$ cat config.mk
export PLATFORM = sky130hd
export DESIGN_NAME = cos_lut_sched_flat
export DESIGN_NICKNAME = d
export VERILOG_FILES = /design/src/rtl/cos_lut_sched_if.sv /design/src/rtl/cos_lut_sched.sv /design/src/flat_wrapper.sv
export SDC_FILE = /design/constraint.sdc
export NUM_CORES = 1
export LEC_CHECK = 0
export CORE_AREA = 2 2 229 231
export DETAILED_ROUTE_END_ITERATION = 10
export DIE_AREA = 0 0 231 233
export GPL_TIMING_DRIVEN = 0
export PLACE_DENSITY = 0.74
export SYNTH_ARGS = -nofsm -noshare
export SYNTH_HDL_FRONTEND = slang
export SYNTH_SLANG_ARGS = --single-unit
$ cat constraint.sdc
create_clock -name clk -period 7.5 [get_ports clk]
set_input_delay 1.5 -clock clk [delete_from_list [all_inputs] [get_ports clk]]
set_output_delay 1.5 -clock clk [all_outputs]
set_load 0.05 [all_outputs]
$ cat src/rtl/cos_lut_sched_if.sv
// Requester-side bundle for cos_lut_sched: level requests with per-requester
// phase, combinational one-hot grant, and registered one-hot response.
interface cos_lut_sched_if #(
    parameter int NREQ = 4
);
    logic [NREQ-1:0]   req;
    logic [8*NREQ-1:0] req_phase;
    logic [NREQ-1:0]   gnt;
    logic [NREQ-1:0]   rsp_valid;
    logic signed [8:0] rsp_data;

    modport master (
        output req, req_phase,
        input  gnt, rsp_valid, rsp_data
    );

    modport slave (
        input  req, req_phase,
        output gnt, rsp_valid, rsp_data
    );
endinterface

$ cat src/rtl/cos_lut_sched.sv
// Round-robin scheduler and quarter-wave table owner for the shared cosine LUT.
// Define COS_LUT_SCHED_DEFAULT_TABLE_EN to reset the table to a 255*cos ramp.
module cos_lut_sched #(
    parameter int NREQ = 4
) (
    input  logic            clk,
    input  logic            rst_n,
    cos_lut_sched_if.slave  bus,
    input  logic            cfg_we,
    input  logic [5:0]      cfg_addr,
    input  logic [7:0]      cfg_data,
    output logic [5:0]      cos_index,
    input  logic [7:0]      cos_value,
    output logic [127:0]    cos_table1,
    output logic [127:0]    cos_table2,
    output logic [127:0]    cos_table3,
    output logic [127:0]    cos_table4
);
    localparam int IDW = $clog2(NREQ);

`ifdef COS_LUT_SCHED_DEFAULT_TABLE_EN
    // Entry k = round(255*cos(k*pi/128)); listed from entry 63 down to entry 0.
    localparam logic [63:0][7:0] TABLE_RST = {
        8'd6,   8'd13,  8'd19,  8'd25,  8'd31,  8'd37,  8'd44,  8'd50,
        8'd56,  8'd62,  8'd68,  8'd74,  8'd80,  8'd86,  8'd92,  8'd98,
        8'd103, 8'd109, 8'd115, 8'd120, 8'd126, 8'd131, 8'd136, 8'd142,
        8'd147, 8'd152, 8'd157, 8'd162, 8'd167, 8'd171, 8'd176, 8'd180,
        8'd185, 8'd189, 8'd193, 8'd197, 8'd201, 8'd205, 8'd208, 8'd212,
        8'd215, 8'd219, 8'd222, 8'd225, 8'd228, 8'd231, 8'd233, 8'd236,
        8'd238, 8'd240, 8'd242, 8'd244, 8'd246, 8'd247, 8'd249, 8'd250,
        8'd251, 8'd252, 8'd253, 8'd254, 8'd254, 8'd255, 8'd255, 8'd255
    };
`else
    localparam logic [63:0][7:0] TABLE_RST = '0;
`endif

    // Returns {zero, neg, idx}; 6'd0 - i is 64-i modulo 64, which is 0 when i=0.
    function automatic logic [7:0] fold_phase(input logic [7:0] p);
        logic [1:0] q;
        logic [5:0] i;
        q = p[7:6];
        i = p[5:0];
        return {q[0] && (i == 6'd0), q[1] ^ q[0], q[0] ? (6'd0 - i) : i};
    endfunction

    function automatic logic signed [8:0] apply_sign(input logic [7:0] v,
                                                     input logic neg,
                                                     input logic zero);
        logic signed [8:0] mag;
        mag = $signed({1'b0, v});
        if (zero)
            return '0;
        return neg ? -mag : mag;
    endfunction

    logic [63:0][7:0] tbl;
    logic [IDW-1:0]   last_gnt;
    logic [IDW-1:0]   gidx;
    logic             found;
    logic             accept;
    logic [7:0]       fold_p0;
    logic             neg_p1;
    logic             zero_p1;
    logic             vld_p1;
    logic [NREQ-1:0]  id_p1;

    always_ff @(posedge clk or negedge rst_n) begin
        if (!rst_n)
            tbl <= TABLE_RST;
        else if (cfg_we)
            tbl[cfg_addr] <= cfg_data;
    end

    assign cos_table1 = tbl[15:0];
    assign cos_table2 = tbl[31:16];
    assign cos_table3 = tbl[47:32];
    assign cos_table4 = tbl[63:48];

    // Stage 0: round-robin search starting just after the last winner.
    always_comb begin
        int cand;
        cand  = 0;
        gidx  = '0;
        found = 1'b0;
        for (int k = 1; k <= NREQ; k++) begin
            cand = int'(last_gnt) + k;
            if (cand >= NREQ)
                cand = cand - NREQ;
            if (!found && bus.req[IDW'(cand)]) begin
                found = 1'b1;
                gidx  = IDW'(cand);
            end
        end
    end

    assign accept  = found && !cfg_we;
    assign fold_p0 = fold_phase(bus.req_phase[{gidx, 3'b000} +: 8]);

    always_comb begin
        bus.gnt = '0;
        if (accept)
            bus.gnt[gidx] = 1'b1;
    end

    always_ff @(posedge clk or negedge rst_n) begin
        if (!rst_n)
            last_gnt <= IDW'(NREQ - 1);
        else if (accept)
            last_gnt <= gidx;
    end

    // Stage 1: folded index goes out to the LUT.
    always_ff @(posedge clk or negedge rst_n) begin
        if (!rst_n) begin
            vld_p1    <= 1'b0;
            id_p1     <= '0;
            cos_index <= '0;
            neg_p1    <= 1'b0;
            zero_p1   <= 1'b0;
        end else begin
            vld_p1 <= accept;
            id_p1  <= bus.gnt;
            if (accept) begin
                cos_index <= fold_p0[5:0];
                neg_p1    <= fold_p0[6];
                zero_p1   <= fold_p0[7];
            end
        end
    end

    // Stage 2: signed result back to the requester that was granted.
    always_ff @(posedge clk or negedge rst_n) begin
        if (!rst_n) begin
            bus.rsp_valid <= '0;
            bus.rsp_data  <= '0;
        end else begin
            bus.rsp_valid <= vld_p1 ? id_p1 : '0;
            bus.rsp_data  <= apply_sign(cos_value, neg_p1, zero_p1);
        end
    end
endmodule

$ cat src/flat_wrapper.sv
// flat-port wrapper written by rule: the top's interface ports become plain ports
module cos_lut_sched_flat 
#(
    parameter int NREQ = 4
)
  (clk, rst_n, cfg_we, cfg_addr, cfg_data, cos_index, cos_value, cos_table1, cos_table2, cos_table3, cos_table4, bus_req, bus_req_phase, bus_gnt, bus_rsp_valid, bus_rsp_data);
  cos_lut_sched_if #(.NREQ(NREQ)) bus_i ();
  input  logic clk;
  input  logic rst_n;
  input  logic cfg_we;
  input  logic [5:0] cfg_addr;
  input  logic [7:0] cfg_data;
  output logic [5:0] cos_index;
  input  logic [7:0] cos_value;
  output logic [127:0] cos_table1;
  output logic [127:0] cos_table2;
  output logic [127:0] cos_table3;
  output logic [127:0] cos_table4;
  input wire logic [$bits(bus_i.req)-1:0] bus_req;
  input wire logic [$bits(bus_i.req_phase)-1:0] bus_req_phase;
  output wire logic [$bits(bus_i.gnt)-1:0] bus_gnt;
  output wire logic [$bits(bus_i.rsp_valid)-1:0] bus_rsp_valid;
  output wire logic [$bits(bus_i.rsp_data)-1:0] bus_rsp_data;
  assign bus_i.req = bus_req;
  assign bus_i.req_phase = bus_req_phase;
  assign bus_gnt = bus_i.gnt;
  assign bus_rsp_valid = bus_i.rsp_valid;
  assign bus_rsp_data = bus_i.rsp_data;
  cos_lut_sched #(.NREQ(NREQ)) u_core (.clk(clk), .rst_n(rst_n), .bus(bus_i), .cfg_we(cfg_we), .cfg_addr(cfg_addr), .cfg_data(cfg_data), .cos_index(cos_index), .cos_value(cos_value), .cos_table1(cos_table1), .cos_table2(cos_table2), .cos_table3(cos_table3), .cos_table4(cos_table4));
endmodule
Yosys cells after proc, flatten, opt, wreduce, memory -nomap -nowiden
Cells that the tools add are included.
{"block": "op_classes", "n_bitwise": 1, "addsub": 10, "n_lt_le_gt_ge": 12, "shifts": 1, "reduce_logical": 12, "n_mux": 36}
{"operator": "bitwise mux 512 bit", "n": 1}
{"operator": "demux 8 bit (select 6 bit)", "n": 1}
{"operator": "variable part select 32 x 6 -> 8 bit", "n": 1}
{"operator": "two-way mux 9 bit", "n": 3}
{"operator": "less-than comparator 2 x 4 -> 1 bit, second input constant", "n": 4}
{"operator": "two-way mux 2 bit", "n": 8}
{"operator": "two-way mux 1 bit", "n": 14}
{"operator": ">= comparator 3 bit, second input constant", "n": 3}
{"operator": "negation 8 -> 9 bit", "n": 1}
{"operator": "binary-select mux 1 bit (select 2 bit)", "n": 4}
{"operator": "two-way mux 4 bit", "n": 2}
{"operator": "two-way mux 8 bit", "n": 1}
{"operator": "subtractor 2 x 1 -> 2 bit, second input constant", "n": 4}
{"operator": "logical AND 1 bit", "n": 7}
{"operator": "less-than comparator 6 x 7 -> 1 bit, second input constant", "n": 1}
{"operator": "adder 2 x 2 -> 3 bit, second input constant", "n": 2}
{"operator": ">= comparator 6 x 1 -> 1 bit, second input constant", "n": 1}
{"operator": "zero test 6 bit", "n": 1}
{"operator": "two-way mux 6 bit", "n": 1}
{"operator": "subtractor 1 x 6 -> 6 bit, first input constant", "n": 1}
{"operator": "adder 2 x 3 -> 4 bit, second input constant", "n": 1}
{"operator": ">= comparator 4 x 3 -> 1 bit, second input constant", "n": 1}
{"operator": "zero test 1 bit", "n": 4}
{"operator": "adder 2 x 1 -> 3 bit, second input constant", "n": 1}
{"operator": "other kinds (4)", "n": 4}
{"block": "totals", "elab_cells": 144, "register_bits": 540, "input_bits": 61}

Logic depth before layout (Yosys ltp)
Gate-level depths: netlist of run 1.
{"block": "depth", "ltp_word": 21, "depth_mapped": 13}

Worst setup path after synthesis of run 1
Ideal clock, no wire load.
{"block": "synth_path", "kind": "input to output", "from": "input bus_req[3]", "to": "output bus_gnt[0]", "arrival_ns": 3.754, "path_slack_ns": 2.246, "path_stages": 6, "path_cell_list": "and2b_1 o21ai_1 and3_1 buf_6 clkbuf_1 nor3b_1"}
{"block": "synth_via", "elab_chain_cells": 18, "word_cells_on_any_way": 33, "cone_classes": "order compare: 2; mux: 23; reduce/logical: 8"}
{"item": "start: declaration", "line": "flat_wrapper.sv:19", "source": "input wire logic [$bits(bus_i.req)-1:0] bus_req;"}
{"item": "binary-select mux 1 bit (select 2 bit)", "line": "cos_lut_sched.sv:89", "source": "if (!found && bus.req[IDW'(cand)]) begin"}
{"item": "two-way mux 1 bit (not written as such) (2 in series)", "line": "cos_lut_sched.sv:89"}
{"item": "two-way mux 1 bit", "line": "cos_lut_sched.sv:89"}
{"item": "zero test 1 bit", "line": "cos_lut_sched.sv:89"}
{"item": "logical AND 1 bit", "line": "cos_lut_sched.sv:89"}
{"item": "two-way mux 1 bit", "line": "cos_lut_sched.sv:89"}
{"item": "zero test 1 bit", "line": "cos_lut_sched.sv:89"}
{"item": "logical AND 1 bit", "line": "cos_lut_sched.sv:89"}
{"item": "two-way mux 1 bit", "line": "cos_lut_sched.sv:89"}
{"item": "zero test 1 bit", "line": "cos_lut_sched.sv:89"}
{"item": "logical AND 1 bit", "line": "cos_lut_sched.sv:89"}
{"item": "two-way mux 2 bit", "line": "cos_lut_sched.sv:89"}
{"item": "less-than comparator 2 x 3 -> 1 bit (not written as such) or >= comparator 2 x 1 -> 1 bit (tied branches)", "line": "cos_lut_sched.sv:102", "source": "bus.gnt[gidx] = 1'b1;"}
{"item": "logical AND 1 bit (not written as such)", "line": "cos_lut_sched.sv:102"}
{"item": "two-way mux 1 bit (not written as such)", "line": "cos_lut_sched.sv:102"}
{"item": "demux 1 bit (select 2 bit)"}
{"item": "two-way mux 4 bit (*)", "line": "cos_lut_sched.sv:101", "source": "if (accept)"}
{"item": "end: declaration", "line": "flat_wrapper.sv:21", "source": "output wire logic [$bits(bus_i.gnt)-1:0] bus_gnt;"}
Every way passes the cells marked *; elsewhere a longest branch is shown, timed or not. The select of a mux whose other input is x is not followed.

Worst setup path in the final report of run 1
Ends and elaborated chain as after synthesis.

==> qor.yml, run 1 <==
synth:
  ys_seq_area_share_pct: 64.73
  syn_inst: 1352
  yosys-top-cells-count: "dfrtp_1, mux2_2, clkbuf_1"
  syn-num-nets: 1415
  syn_area_um2: 20880
  ys_async_sr_fraction_pct: 100.0
  synth.distinct_cells: 49
  synth_most_common_cell: "dfrtp_1"
  synth_seq_cells: 540
  synth_flop_cell: "dfrtp_1"
  yosys_warnings: 0
  ys_top_cells_by_area: "dfrtp_1, mux2_2, clkbuf_1, nor2_1, nand2_1"
  synth_top_area_share_pct: 64.47
  synth_area_leader_cell: "dfrtp_1"
  synth_edf_count: 0
  avgSynthCellArea_um2: 15.44
critical_path:
  crit_family: "buffers and inverters"
  cp_max_fo: 10
  slowest_stage: "clkdlybuf4s50_1"
  cp.required_ns: 6.00
  crit_type: "in2out"
  crit_chain: "clkdlybuf4s50_1 -> and2b_1 -> o21ai_1 -> and3_1 -> buf_6 -> clkbuf_1 -> nor3b_1 -> clkdlybuf4s50_1"
  cp-end-kind: "primary output"
  critPathLaunchType: "input pin"
  slowest_delay_ns: 0.89
  crit_top_cell: "clkdlybuf4s50_1"
  critPathBufInv: 4
  crit_arrival_ns: 4.57
grt:
  antenna_found_initial: 3
  grt_max_degree: 129
  grt_pass1_wl_mm: 97.50
  grt_pass1_vias: 15025
  grt_use_total_pct: 24.39
  grt.overflow.total: 0
sta:
  period_minus_slack_ns: 6.071
  worst_slew_pin_slew_ns: 1.345
  worst_clock_skew_ns: 0.007990
  finalSetupViolCount: 0
  slew_viol_final: 0
  period_share_pct: 80.95
  fin_ws_ns: 1.429
  finalHoldViolCount: 0
  holdWs_ns: 0.4483
  finalSetupTns_ns: 0
  rsz0062_at_grt: "false"
  max-slew-margin-rel_pct: 9.676
  fmax_mhz: 164.7
cells_and_area:
  syn_to_final_growth_pct: 41.86
  nets: 2061
  final_area_um2: 29620
  num-fill-cells: 4106
  drive_gt1_share_pct: 30.41
clocking:
  clockBufferDepth: 3
  ctsHtreeMaxLevel: 2
  cts_buffers: 57
  cts_setup_buffers: 0
  cts-hold-fix-buffers: 0
  cts_tree: "done"
  clock_latency_ns: 0.60
  cts_sinks: 540
  cts_resized: 0
  clockRootBuffer: "clkbuf_16"
  cts.reportedPaths.clkPinSlew_ns: 0.06
die:
  core_um2: 51090
  initial_core_util_pct: 40.87
  die_width_um: 231
  die-area_um2: 53820
  rows: 83
  die_h_um: 233
  ios: 596
place:
  globalplace.congestion: 0.8430
  port_buffers: 583
  place_hpwl_mm: 48.33
  place_ws_ns: 1.470
  dpl_cell_area_um2: 27680
hold_path:
  hp-class: "reg2reg"
detailed_routing:
  drt_iter0_markers: 640
  drt-total-wl_mm: 66.17
  drtPass1Iterations: 6
  drt-vias-per-instance: 5.138
  wire_per_inst_um: 24.29
  drc: 0
  ant_nets: 0
  vias: 13995
pwr:
  p_total_uw: 9501
  powerDensity_nw_per_um2: 320.7
  p_leak_uw: 0.01346
  max-vdd-ir-drop_v: 0.0002240
run_status:
  outcome: "finished, final reports clean"
run:
  drv_cap: 0
==> metrics by stage <==
stage               util, %  cells
finish                57.98   2724
global route          57.97   2722
CTS                   57.96   2722
detailed placement    54.18   2619
global placement      53.95   2615
floorplan                 -   1352
==> report_power, final <==
group / internal, µW / switching, µW
registers: 3320 / 217
logic: 1030 / 2060
clock network: 1710 / 1160
total: 6070 / 3430
==> area by class of cell <==
class | instances | area, µm² | area share (%)
clock inverters | 17 | 214.0 | 0.7223
clock buffers | 86 | 1715 | 5.791
inverters | 4 | 15.01 | 0.05069
repair buffers | 587 | 5951 | 20.09
multi-input cells | 725 | 7036 | 23.75
well taps | 680 | 850.8 | 2.872
flip-flops and latches | 540 | 13520 | 45.63
diodes | 2 | 5.005 | 0.01690
plain buffers | 83 | 320.3 | 1.081
==> state kept, by name (all words and copies together) (netlist names) <==
signal / cells
u_core.bus.rsp_data: 9
u_core.cos_table1: 128
u_core.cos_index: 6
u_core.id_p1: 4
u_core.neg_p1: 1
u_core.cos_table2: 128
u_core.zero_p1: 1
u_core.last_gnt: 2
u_core.vld_p1: 1
u_core.cos_table4: 128
u_core.cos_table3: 128
u_core.bus.rsp_valid: 4
==> cell usage in the layout, fill, tap and decap left out, drive strengths merged, types with 7 or more instances in the layout <==
master / count
inv: 8
clkdlybuf4s50: 582
mux2: 514
nand2: 48
xor2: 8
dfrtp: 538
nand2b: 7
clkbuf: 159
o21ai: 11
clkinv: 8
nor2: 54
buf: 15
mux2i: 10
==> worst paths after layout <==
path                                           endpoint  depth (start not counted)                from  slack (ns)
worst min-delay path            u_core.bus.rsp_valid[1]                          1     u_core.id_p1[1]        0.45
worst max register to register      u_core.cos_index[4]                         12  u_core.last_gnt[0]        4.22
min in group asynchronous        u_core.cos_table3[101]                          1               rst_n        0.87
max in group asynchronous           u_core.cos_index[3]                          3               rst_n        4.97
worst min register to register  u_core.bus.rsp_valid[1]                          1     u_core.id_p1[1]        0.45
worst max-delay path                         bus_gnt[0]                          8          bus_req[3]        1.43
==> per-layer routing <==
metal,track usage [%],share of wire [%],wire length [µm],vias up
met5,0,0,0,-
met4,9.012,3.7,2449,0
met3,7.537,7.8,5148,115
met2,41.66,50,33040,505
met1,28.95,39,25530,7328
li1,-,-,-,6047
==> logic make-up (layout without fill, tap and decap cells) <==
| group | Yosys count | in the layout | share of synthesized area, % |
|---|---|---|---|
| buf+inv | 87 | 777 | 1.606 |
| flops | 540 | 540 | 64.73 |
| mux | 528 | 528 | 28.67 |
| compound gates | 30 | 30 | 1.013 |
| simple gates | 155 | 155 | 3.451 |
| fa+ha+maj | 2 | 2 | 0.1198 |
| other cells | 0 | 2 | 0 |
| xor+xnor | 10 | 10 | 0.4195 |
Note: power is estimated with default switching activity, not from simulation.
==> run 2: changes to the inputs <==
--- a/config.mk
+++ b/config.mk
@@ -5,11 +5,11 @@
 export SDC_FILE = /design/constraint.sdc
 export NUM_CORES = 1
 export LEC_CHECK = 0
-export CORE_AREA = 2 2 229 231
+export CORE_AREA = 2 2 230 232
 export DETAILED_ROUTE_END_ITERATION = 10
-export DIE_AREA = 0 0 231 233
+export DIE_AREA = 0 0 232 234
 export GPL_TIMING_DRIVEN = 0
-export PLACE_DENSITY = 0.74
+export PLACE_DENSITY = 0.76
 export SYNTH_ARGS = -nofsm -noshare
 export SYNTH_HDL_FRONTEND = slang
 export SYNTH_SLANG_ARGS = --single-unit
==> constraint.sdc (replaced) <==
create_clock -name clk -period 5.2 [get_ports clk]
set_input_delay 1.04 -clock clk [delete_from_list [all_inputs] [get_ports clk]]
set_output_delay 1.04 -clock clk [all_outputs]
set_load 0.05 [all_outputs]
==> run 2 against run 1 <==
Die area rose by 0.86%. Utilization fell by 1.2 points. Final cell count rose by 0.15%. Combinational power rose by 44%. Critical path type unchanged.
==> qor.yml, run 2 (synthesis gave the netlist of run 1 again) <==
run_status:
  outcome: "finished, final reports clean"
sta:
  period_share_pct: 95.76
  finalHoldViolCount: 0  # unchanged
  finalSetupViolCount: 0  # unchanged
  rsz0062_at_grt: "false"
  finalSetupTns_ns: 0  # unchanged
  fmax_mhz: 200.8
  worst_slew_pin_slew_ns: 1.302  # -0.04271 ns
  max-slew-margin-rel_pct: 13.21  # +3.5 points
  period_minus_slack_ns: 4.980
  worst_clock_skew_ns: 0.004008  # -0.003983 ns
  slew_viol_final: 0  # unchanged
critical_path:
  crit_arrival_ns: 3.94  # -0.63 ns
  reg2reg_slack_ns: 1.87  # -2.35 ns
  slowest_delay_ns: 0.83  # -0.06 ns
  critPathCapture: "bus_gnt[2]"
  cp.required_ns: 4.16  # -1.84 ns
  critPathLaunchType: "input pin"
  cp-end-kind: "primary output"
  slowest_stage: "clkdlybuf4s50_1"
  crit_cells: 8  # unchanged
  critPathBufInv: 4  # unchanged
  r2r_start: "u_core.last_gnt[0]"
  r2r-end: "u_core.cos_index[4]"
  crit_chain: "clkdlybuf4s50_1 -> and2b_1 -> o21ai_1 -> and3_1 -> buf_6 -> clkbuf_1 -> and3_1 -> clkdlybuf4s50_1"
  crit_family: "buffers and inverters"
  crit_type: "in2out"
  reg2reg_depth: 12  # unchanged
  crit_start: "bus_req[3]"
  cp_max_fo: 10  # unchanged
clocking:
  cts.reportedPaths.clkPinSlew_ns: 0.06  # about the same
  cts_setup_buffers: 0  # unchanged
  ctsHtreeMaxLevel: 2  # unchanged
  cts_tree: "done"
  clock_latency_ns: 0.58  # -0.02 ns
  cts_sinks: 540  # unchanged
  clockBufferDepth: 3  # unchanged
  cts_buffers: 54  # -5.3%
  clockRootBuffer: "clkbuf_16"
detailed_routing:
  drtPass1Iterations: 4  # -2
  vias: 13952  # -0.31%
  drt_iter0_markers: 600  # -6.3%
  wire_per_inst_um: 24.23  # -0.27%
  drc: 0  # unchanged
  drt-vias-per-instance: 5.114  # -0.45%
  drt-total-wl_mm: 66.09  # -0.12%
  ant_nets: 0  # unchanged
cells_and_area:
  mostFrequentLayoutCells: "clkdlybuf4s50_1, dfrtp_1, mux2_2"
  drive_gt1_share_pct: 30.11  # -0.30 points
  syn_to_final_growth_pct: 41.40
  layout_commonest_cell: "clkdlybuf4s50_1"
  nets: 2058  # -0.15%
pwr:
  powerDensity_nw_per_um2: 457.7  # +43%
  p_total_uw: 13520  # +42%
  p_leak_uw: 0.01344  # -0.20%
  max-vdd-ir-drop_v: 0.0002962  # +32%
die:
  die_width_um: 232  # +0.43%
  die_h_um: 234  # +0.43%
  ios: 596  # unchanged
  die-area_um2: 54290  # +0.86%
  rows: 84  # +1.2%
  core_um2: 52020  # +1.8%
  initial_core_util_pct: 40.14  # -0.73 points
place:
  globalplace.congestion: 0.8562  # +1.6%
  place_hpwl_mm: 47.95  # -0.77%
  port_buffers: 583  # unchanged
grt:
  grt.overflow.total: 0  # unchanged
  grt_max_degree: 127  # -1.6%
  grt_pass1_wl_mm: 96.69  # -0.83%
  grt_pass1_vias: 14711  # -2.1%
  antenna_found_initial: 0  # -3
  met1_usage_pct: 29.63  # +0.68 points
  use_met3_pct: 7.053  # -0.48 points
  globalRouteMet2Util_pct: 39.91  # -1.8 points
  globalRoute.busiestLayer: "met2"
  grt_use_total_pct: 24.00  # -0.39 points
hold_path:
  min_from: "u_core.id_p1[0]"
  hp-class: "reg2reg"
run:
  drv_cap: 0  # unchanged
run 2: how the worst min path moves through the flow:
stage                                   end  slack, ns  cells after the start
floorplan           u_core.bus.rsp_valid[0]       0.43                      1
global placement    u_core.bus.rsp_valid[0]       0.44                      1
detailed placement  u_core.bus.rsp_valid[0]       0.44                      1
CTS                 u_core.bus.rsp_valid[0]       0.45                      1
global route        u_core.bus.rsp_valid[1]       0.48                      1
finish              u_core.bus.rsp_valid[0]       0.45                      1
run 2: repair_timing:
item / 4_1_cts / 5_1_grt
hold buffers: 0 / 0
endpoints found under the setup margin: 0 / 2
gates resized for setup: 0 / 2
run 2: worst reg2reg max path, stage by stage, from the launching register on:
cell	delay [ns]
dfstp_2	0.55
nand2b_1	0.13
o22ai_1	0.08
a21oi_1	0.22
clkbuf_1	0.41
buf_2	0.37
mux2_2	0.39
o21ai_0	0.25
ha_1	0.19
inv_1	0.06
o31ai_1	0.30
xor2_1	0.16
o21ai_0	0.08
run 2: cell type report:
cell class	count	area, µm²
multi-input cells	725	7036
inverters	4	15.01
clock buffers	82	1598
fillers	4106	22500
plain buffers	83	320.3
flip-flops and latches	540	13520
diodes	1	2.502
clock inverters	18	222.7
repair buffers	587	5956
well taps	688	860.8
run 2: metrics by stage:
stage / instances / hold WS, ns / setup slack (ns) / area (µm²) / utilization [%]
after CTS: 2727 / 0.4528 / 0.1158 / 29510 / 56.73
after global routing: 2727 / 0.4780 / 0.06340 / 29520 / 56.75
after floorplan: 1352 / 0.4337 / 0.8659 / 20880 / -
after detailed placement: 2627 / 0.4417 / 0.1356 / 27690 / 53.23
after global placement: 2623 / 0.4391 / -19.84 / 27580 / 53.01
final: 2728 / 0.4548 / 0.2203 / 29530 / 56.75
run 2: metal layers:
layer  vias to the layer above  part of all wire, %
met4                         0                  4.1
met1                      7249                   40
met2                       506                   49
met3                       147                  7.4
li1                       6050                    -
met5                         -                    0
run 2: power by group:
group          total [µW]  internal, µW  switching (µW)  leakage (µW)
Combinational        4450          1490            2960       0.00539
Sequential           5110          4790             314       0.00715
Clock                3960          2320            1640      0.000896
Total               13500          8600            4910        0.0134
==> run 3: changes to the inputs <==
--- a/config.mk
+++ b/config.mk
@@ -10,6 +10,7 @@
 export DIE_AREA = 0 0 232 234
 export GPL_TIMING_DRIVEN = 0
 export PLACE_DENSITY = 0.76
+export RECOVER_POWER = 50
 export SYNTH_ARGS = -nofsm -noshare
 export SYNTH_HDL_FRONTEND = slang
 export SYNTH_SLANG_ARGS = --single-unit
==> run 3 against run 2 <==
The flow now finishes with violations (capacitance limit, slew limit). Worst setup slack worse by 0.031 ns. Final cell count unchanged. Highest routed layer unchanged. Die area did not move.
==> qor.yml, run 3 (synthesis gave the netlist of run 1 again) <==
grt:
  grt_use_total_pct: 24.00  # unchanged
  grt_pass1_vias: 14711  # unchanged
  grt_max_degree: 127  # unchanged
  grt_pass1_wl_mm: 96.69  # unchanged
  antenna_found_initial: 0  # unchanged
  grt.overflow.total: 0  # unchanged
sta:
  period_minus_slack_ns: 5.011  # +0.03112 ns
  rsz0062_at_grt: "false"
  worst_slew_pin_slew_ns: 2.273  # +0.9707 ns
  holdWs_ns: 0.4579  # +0.003152 ns
  fmax_mhz: 199.6  # -0.62%
  finalSetupViolCount: 0  # unchanged
  finalSetupTns_ns: 0  # unchanged
  period_share_pct: 96.36  # +0.60 points
  max-slew-margin-rel_pct: -51.50  # -65 points
  worst_clock_skew_ns: 0.003988  # -0.00001977 ns
  finalHoldViolCount: 0  # unchanged
  slew_viol_final: 440  # +440
pwr:
  max-vdd-ir-drop_v: 0.0002942  # -0.70%
  powerDensity_nw_per_um2: 455.6  # -0.46%
  p_leak_uw: 0.01386  # +3.2%
detailed_routing:
  drt-vias-per-instance: 5.123  # +0.16%
  drt-total-wl_mm: 65.93  # -0.25%
  drc: 0  # unchanged
  wire_per_inst_um: 24.17  # -0.25%
  drtPass1Iterations: 4  # unchanged
  wl_met1_mm: 25.83  # -2.2%
  vias: 13975  # +0.16%
  ant_nets: 0  # unchanged
  highest_layer: "met4"
  wl_met2_mm: 32.31  # +0.69%
  wl_met3_mm: 5.071  # +3.8%
  drt_iter0_markers: 539  # -10%
critical_path:
  critPathLaunchType: "input pin"
  reg2reg_depth: 12  # unchanged
  critPathBufInv: 4  # unchanged
  crit_type: "in2out"
  crit_chain: "dlygate4sd3_1 -> o21ai_0 -> and3_1 -> buf_6 -> clkbuf_1 -> and3_1 -> clkdlybuf4s50_1"
  cp-end-kind: "primary output"
  cp.required_ns: 4.16  # about the same
  r2r-end: "u_core.cos_index[4]"
  cp_max_fo: 10  # unchanged
  reg2reg_slack_ns: 1.88  # about the same
  crit_arrival_ns: 3.97  # +0.03 ns
  r2r_start: "u_core.last_gnt[0]"
  slowest_delay_ns: 0.83  # about the same
  slowest_stage: "clkdlybuf4s50_1"
  crit_top_cell: "and3_1"
  crit_family: "buffers and inverters"
clocking:
  ctsHtreeMaxLevel: 2  # unchanged
  clockRootBuffer: "clkbuf_16"
  clock_latency_ns: 0.59  # about the same
  cts-hold-fix-buffers: 0  # unchanged
  cts.reportedPaths.clkPinSlew_ns: 0.06  # about the same
  cts_tree: "done"
  cts_sinks: 540  # unchanged
  cts_resized: 0  # unchanged
  cts_setup_buffers: 0  # unchanged
  cts_buffers: 54  # unchanged
  clockBufferDepth: 3  # unchanged
hold_path:
  min_path_cells: 1  # unchanged
  hp-class: "reg2reg"
  whs_endpoint: "u_core.bus.rsp_valid[0]"
  min_from: "u_core.id_p1[0]"
cells_and_area:
  syn_to_final_growth_pct: 41.05
  num-fill-cells: 4114  # +0.19%
  nets: 2058  # unchanged
  mostFrequentLayoutCells: "dfrtp_1, mux2_2, clkdlybuf4s50_1"
  ff_latch_area_um2: 13520  # unchanged
  final_area_um2: 29450  # -0.25%
  layout_commonest_cell: "dfrtp_1"
  instances_no_fill: 2728  # unchanged
  multiInputGateArea_um2: 7036  # unchanged
  postLayoutCoreUtil_pct: 56.61  # -0.14 points
  drive_gt1_share_pct: 30.11  # unchanged
die:
  rows: 84  # unchanged
  die_h_um: 234  # unchanged
  core_um2: 52020  # unchanged
  die-area_um2: 54290  # unchanged
  ios: 596  # unchanged
  die_width_um: 232  # unchanged
  initial_core_util_pct: 40.14  # unchanged
place:
  place_hpwl_mm: 47.95  # unchanged
  place_inst: 2627  # unchanged
  port_buffers: 583  # unchanged
  dpl_cell_area_um2: 27690  # unchanged
  globalplace.congestion: 0.8562  # unchanged
run_status:
  violations: "capacitance limit, slew limit"
  outcome: "complete, but fails checks"
run:
  drv_cap: 4  # +4
==> run 3: worst max-delay path by stage <==
stage,cells after the start,startpoint,slack [ns],to
floorplan,6,bus_req[3],0.87,bus_gnt[0]
global placement,1,rst_n,-19.84,u_core.cos_index[5]
detailed placement,8,bus_req[3],0.14,bus_gnt[0]
CTS,9,bus_req[3],0.12,bus_gnt[3]
global route,7,bus_req[1],0.04,bus_gnt[2]
finish,7,bus_req[1],0.19,bus_gnt[2]
==> run 3: report_power, final <==
group / switching (µW) / internal, µW
clock network: 1640 / 2320
logic: 2960 / 1400
registers: 304 / 4790
total: 4910 / 8510
==> run 3: per-layer routing <==
layer | GRT usage, % | vias up
met1 | 29.63 | 7261
met3 | 7.053 | 145
met5 | 0 | -
li1 | - | 6050
met4 | 9.115 | 0
met2 | 39.91 | 519
==> run 3: cell type report <==
class	count	area share, %
plain buffers	83	1.088
multi-input cells	725	23.89
repair buffers	587	19.97
flip-flops and latches	540	45.89
clock buffers	82	5.425
inverters	4	0.05098
well taps	688	2.923
diodes	1	0.008496
clock inverters	18	0.7562
==> run 3: stage by stage <==
stage,setup slack [ns],power (µW)
2_1_floorplan,0.8659,7915
3_3_place_gp,-19.84,9575
3_5_place_dp,0.1356,9632
4_1_cts,0.1158,13610
5_1_grt,0.03739,13900
6_report,0.1892,13420
